$ cat config.mk
export PLATFORM = sky130hd
export DESIGN_NAME = l1_mem_arbiter
export DESIGN_NICKNAME = d
export VERILOG_FILES = /design/src/rtl/l1_mem_pkg.sv /design/src/rtl/l1_rr_picker.sv /design/src/rtl/l1_mem_arbiter.sv
export SDC_FILE = /design/constraint.sdc
export NUM_CORES = 1
export LEC_CHECK = 0
export CAP_MARGIN = 0
export CORE_AREA = 2 2 170 172
export DETAILED_ROUTE_END_ITERATION = 7
export DIE_AREA = 0 0 172 174
export PLACE_DENSITY = 0.51
export SLEW_MARGIN = 20
export SYNTH_ARGS = -nofsm -noshare
export SYNTH_HDL_FRONTEND = slang
export SYNTH_SLANG_ARGS = --single-unit
$ cat constraint.sdc
create_clock -name clk -period 2.1 [get_ports clk]
set_clock_uncertainty 0.1 [all_clocks]
set_input_delay 0.315 -clock clk [delete_from_list [all_inputs] [get_ports clk]]
set_output_delay 0.315 -clock clk [all_outputs]
set_load 0.01 [all_outputs]
$ cat src/rtl/l1_mem_pkg.sv
// Shared definitions for the L1 memory-port arbiter: FSM states, requester IDs
// and default bus widths.
package l1_mem_pkg;

  localparam int unsigned L1_ADDR_WIDTH = 32;
  localparam int unsigned L1_LINE_WIDTH = 128;
  localparam int unsigned L1_DATA_WIDTH = 32;

  localparam logic REQ_I = 1'b0;
  localparam logic REQ_D = 1'b1;

  typedef enum logic [2:0] {
    IDLE,
    I_ADDR,
    I_DATA,
    D_RD_ADDR,
    D_RD_DATA,
    D_WR_ADDR
  } arb_state_e;

endpackage

$ cat src/rtl/l1_rr_picker.sv
// Two-input I/D picker. Round-robin on last_grant by default; fixed D priority
// when L1_ARB_DCACHE_PRIORITY_EN is defined.
module l1_rr_picker
  import l1_mem_pkg::*;
(
  input  logic clk,
  input  logic rst,
  input  logic req_i_i,
  input  logic req_d_i,
  input  logic update_i,
  output logic grant_d_o
);

`ifdef L1_ARB_DCACHE_PRIORITY_EN
  logic unused_prio;

  assign grant_d_o   = req_d_i;
  assign unused_prio = ^{clk, rst, req_i_i, update_i};
`else
  logic last_grant_q;
  logic last_grant_d;

  // On a tie the side that did not win last time gets the port.
  assign grant_d_o    = req_d_i & (~req_i_i | (last_grant_q == REQ_I));
  assign last_grant_d = update_i ? grant_d_o : last_grant_q;

  always_ff @(posedge clk or posedge rst) begin
    if (rst) begin
      last_grant_q <= REQ_I;
    end else begin
      last_grant_q <= last_grant_d;
    end
  end
`endif

endmodule

$ cat src/rtl/l1_mem_arbiter.sv
// Shares one memory port between the I-cache and D-cache, holding each grant
// until its transaction completes. Optional macro: L1_ARB_DCACHE_PRIORITY_EN.
module l1_mem_arbiter
  import l1_mem_pkg::*;
#(
  parameter int unsigned ADDR_WIDTH = L1_ADDR_WIDTH,
  parameter int unsigned LINE_WIDTH = L1_LINE_WIDTH,
  parameter int unsigned DATA_WIDTH = L1_DATA_WIDTH
) (
  input  logic                    clk,
  input  logic                    rst,
  input  logic                    icache_mem_req,
  input  logic [ADDR_WIDTH-1:0]   icache_mem_addr,
  output logic                    mem_icache_addrOK,
  output logic                    mem_icache_dataOK,
  input  logic                    dcache_mem_req,
  input  logic                    dcache_mem_wr,
  input  logic [ADDR_WIDTH-1:0]   dcache_mem_addr,
  input  logic [DATA_WIDTH-1:0]   dcache_mem_wdata,
  input  logic [DATA_WIDTH/8-1:0] dcache_mem_wstrb,
  output logic                    mem_dcache_addrOK,
  output logic                    mem_dcache_dataOK,
  output logic [LINE_WIDTH-1:0]   mem_rdata_line,
  output logic                    mem_req,
  output logic                    mem_wr,
  output logic [ADDR_WIDTH-1:0]   mem_addr,
  output logic [DATA_WIDTH-1:0]   mem_wdata,
  output logic [DATA_WIDTH/8-1:0] mem_wstrb,
  input  logic                    mem_addrOK,
  input  logic                    mem_dataOK,
  input  logic [LINE_WIDTH-1:0]   mem_rdata
);

  arb_state_e state_q;
  arb_state_e state_d;
  logic       pick_en;
  logic       grant_d;

  l1_rr_picker u_picker (
    .clk       (clk),
    .rst       (rst),
    .req_i_i   (icache_mem_req),
    .req_d_i   (dcache_mem_req),
    .update_i  (pick_en),
    .grant_d_o (grant_d)
  );

  assign mem_rdata_line = mem_rdata;

  always_ff @(posedge clk or posedge rst) begin
    if (rst) begin
      state_q <= IDLE;
    end else begin
      state_q <= state_d;
    end
  end

  // In *_ADDR states mem_req follows the owner's req, so a dropped req
  // aborts back to IDLE without a transaction reaching memory.
  always_comb begin
    state_d           = state_q;
    pick_en           = 1'b0;
    mem_req           = 1'b0;
    mem_wr            = 1'b0;
    mem_addr          = '0;
    mem_wdata         = '0;
    mem_wstrb         = '0;
    mem_icache_addrOK = 1'b0;
    mem_icache_dataOK = 1'b0;
    mem_dcache_addrOK = 1'b0;
    mem_dcache_dataOK = 1'b0;

    unique case (state_q)
      IDLE: begin
        if (icache_mem_req || dcache_mem_req) begin
          pick_en = 1'b1;
          if (grant_d == REQ_D) begin
            state_d = dcache_mem_wr ? D_WR_ADDR : D_RD_ADDR;
          end else begin
            state_d = I_ADDR;
          end
        end
      end

      I_ADDR: begin
        mem_req           = icache_mem_req;
        mem_addr          = icache_mem_addr;
        mem_icache_addrOK = mem_addrOK;
        if (!icache_mem_req) begin
          state_d = IDLE;
        end else if (mem_addrOK) begin
          state_d = I_DATA;
        end
      end

      I_DATA: begin
        mem_icache_dataOK = mem_dataOK;
        if (mem_dataOK) begin
          state_d = IDLE;
        end
      end

      D_RD_ADDR: begin
        mem_req           = dcache_mem_req;
        mem_wr            = dcache_mem_wr;
        mem_addr          = dcache_mem_addr;
        mem_dcache_addrOK = mem_addrOK;
        if (!dcache_mem_req) begin
          state_d = IDLE;
        end else if (mem_addrOK) begin
          state_d = D_RD_DATA;
        end
      end

      D_RD_DATA: begin
        mem_dcache_dataOK = mem_dataOK;
        if (mem_dataOK) begin
          state_d = IDLE;
        end
      end

      D_WR_ADDR: begin
        mem_req           = dcache_mem_req;
        mem_wr            = dcache_mem_wr;
        mem_addr          = dcache_mem_addr;
        mem_wdata         = dcache_mem_wdata;
        mem_wstrb         = dcache_mem_wstrb;
        mem_dcache_addrOK = mem_addrOK;
        if (!dcache_mem_req || mem_addrOK) begin
          state_d = IDLE;
        end
      end

      default: state_d = IDLE;
    endcase
  end

endmodule

==> impl_metrics.csv <==
group,metric,value,unit
floorplan,die_w,172,um
logic_synthesis,ys_seq_area_share,5.181,%
floorplan,start_util,6.842,%
sta,setup_ws,-55.47,ps
logic_synthesis,synth_nets,483,
logic_synthesis,synth_flop_cell,"dfrtp_1",
logic_synthesis,yosys.area.top_type_share,50.91,%
sta,slew_headroom,82.23,%
cts,cts-root-buf,"clkbuf_16",
global_routing,grt_pass1_wl,15.74,mm
logic_synthesis,synthSimpleGateAreaFrac,17.94,%
floorplan,die_h,174,um
place,gp_congestion,0.7229,
sta,finalSetupViolCount,10,
setup_path,crit_fanout,5,
sta,rsz0062_at_grt,"true",
floorplan,ios,437,
sta,max_freq,463.9,MHz
floorplan,fp.dieArea,29930,um^2
power_and_ir_drop,power_density,1069,nW/um^2
drt,drtIter0Drc,42,
cts,cts_sinks,4,
logic_synthesis,syn_area,1932,um^2
logic_synthesis,synth-adder-area-share,0,%
layout,num_antenna_cells,0,
drt,drc_errors,0,
logic_synthesis,ys_types,25,
layout,num-nets-final,568,
logic_synthesis,synth-edff-count,0,
setup_path,rr_startpoint,"state_q[2]$_DFFE_PP0P_",
floorplan,core,28240,um^2
run,cap_violations,0,
setup_path,startpoint_type,"flip-flop",
drt,wire_per_inst,17.29,um
global_routing,grt_max_degree,19,
global_routing,grt_pass1_vias,2188,
power_and_ir_drop,peakVddDrop,293.7,uV
drt,viasPerCell,2.817,
logic_synthesis,synth_top_family_by_area,"buffers and inverters",
logic_synthesis,synthMuxAreaShare,2.332,%
cts,clkSlewWorstSetupHoldPaths,30,ps
place,io_buffers,180,
setup_path,cp.arrival,1740,ps
drt,via_count,2014,
sta,worst_slew_pin_slew,266.3,ps
setup_path,path_class,"flip-flop to output port",
cts,cts_tree,"yes",
logic_synthesis,syn_inst,248,
run_status,outcome,"finished with violations",
sta,fin_crit,2155,ps
logic_synthesis,synth_largest_area_cell,"buf_4",
logic_synthesis,synth-xor-area-share,0.8420,%
sta,holdWs,185.1,ps
global_routing,antenna_found_initial,2,
drt,wl,12.36,mm
global_routing,track_usage,7.689,%
setup_path,required,1680,ps
cts,htree_num_levels,1,
place,hpwl,8.863,mm
sta,finalCritPeriodShare,102.6,%
drt,dr.pass1.iters,4,
sta,finalHoldViolations,0,
layout,drive_above_1_share,40.18,%
logic_synthesis,synth_area_leaders,"buf_4, a22o_1, and2_1",
setup_path,crit_path_end_kind,"output port",
setup_path,r2r_setup_slack,280,ps
global_routing,grt_overflow,0,
logic_synthesis,synth_compound_area_share,16.77,%
cts,cts_buffers,3,
drt,antenna_left,0,
sta,fin_tns_setup,-284.5,ps
layout,syn_to_final_growth,81.15,%
sta,drv_slew,0,
power_and_ir_drop,p_leak,1.517,nW
logic_synthesis,yosys_warnings,0,
run_status,violations,"setup timing",
hold_path,hp-class,"input pin to async pin",
cts,clock_latency,220,ps
logic_synthesis,avgSynthCellArea,7.790,um^2
logic_synthesis,ys_async_sr_fraction,100.0,%
logic_synthesis,ys_ff_latch,4,
setup_path,r2r-end,"state_q[2]$_DFFE_PP0P_",
cts,cts.path.max_buffers,2,
floorplan,fp-row-count,62,
setup_path,reg2reg_depth,6,
==> critical path, stage by stage, from the launching register on <==
cell and delay (ps):
dfrtp_2 430, buf_12 140, nor3b_4 280, buf_6 190, buf_12 130, buf_8 100, a22o_1 120, buf_2 120
==> layer usage <==
layer	vias up	track usage [%]	part of all wire, %
li1	854	-	-
met1	856	7.659	34
met2	220	12.23	44
met3	80	4.007	14
met4	4	5.532	7.6
met5	-	0	0.21
==> flip-flops by register name, summed over array words and instances, names as in the netlist <==
name,cells
state_q,3
u_picker.last_grant_q,1
==> synth_stat cells (2+ instances only) <==
cell	count
buf_4	131
and2_1	37
a22o_1	32
nand2_1	8
buf_6	6
clkbuf_2	4
dfrtp_1	4
inv_1	4
and3_1	3
mux2_4	3
o21ai_0	2
==> per-stage QoR <==
| stage | util (%) | power (mW) | setup slack (ps) | area [um^2] | std cells |
|---|---|---|---|---|---|
| floorplan | - | 1.688 | 419.4 | 1932 | 248 |
| global placement | 11.57 | 2.817 | -137.5 | 3267 | 684 |
| detailed placement | 11.57 | 2.810 | -155.9 | 3267 | 684 |
| CTS | 12.89 | 3.998 | -151.0 | 3638 | 717 |
| global route | 12.39 | 4.026 | -131.9 | 3500 | 715 |
| finish | 12.39 | 3.740 | -55.47 | 3500 | 715 |
==> worst max path at each step <==
stage / from / to / cells after the start
2_1_floorplan: state_q[1]$_DFFE_PP0P_ / mem_addr[0] / 6
3_3_place_gp: state_q[1]$_DFFE_PP0P_ / mem_addr[13] / 5
3_5_place_dp: state_q[1]$_DFFE_PP0P_ / mem_addr[13] / 5
4_1_cts: state_q[1]$_DFFE_PP0P_ / mem_addr[25] / 8
5_1_grt: state_q[1]$_DFFE_PP0P_ / mem_addr[12] / 7
6_report: state_q[1]$_DFFE_PP0P_ / mem_addr[10] / 7
==> placed cells by master (no fill, tap or decap), types with 2 or more instances in the layout <==
cell,count
clkdlybuf4s50_1,106
and2_1,33
buf_2,32
a22o_1,31
clkbuf_2,25
buf_4,22
buf_6,18
nand2_1,6
buf_12,6
and2_4,5
clkbuf_16,4
buf_16,4
mux2_4,3
inv_1,3
clkdlybuf4s15_1,3
buf_8,3
o21ai_0,2
nand2_2,2
and3_1,2
dfrtp_1,2
dfrtp_2,2
==> where the power goes <==
group	internal, mW	switching [mW]
clock network	0.243	0.0536
logic	1.85	1.42
registers	0.118	0.0524
total	2.21	1.53
==> timing repair <==
action	4_1_cts	5_1_grt
gates cloned	6	1
pin swaps	16	20
setup buffers	24	2
resized for setup	215	89
endpoints found under the setup margin	72	41
hold buffers	0	0
==> cell families (layout without fill, tap and decap cells) <==
group / after synthesis / in the layout
xor+xnor: 1 / 1
buf+inv: 146 / 229
simple gates: 56 / 56
flops: 4 / 4
compound gates: 38 / 38
mux: 3 / 3
==> cell type report <==
class | instances | area [um^2]
timing repair buffer | 222 | 2066
inverter | 4 | 15.01
tap | 384 | 480.5
clock buffer | 3 | 75.07
multi-input combinational | 98 | 760.7
sequential | 4 | 102.6
fill | 3276 | 24740
(Power assumes the default switching activity.)
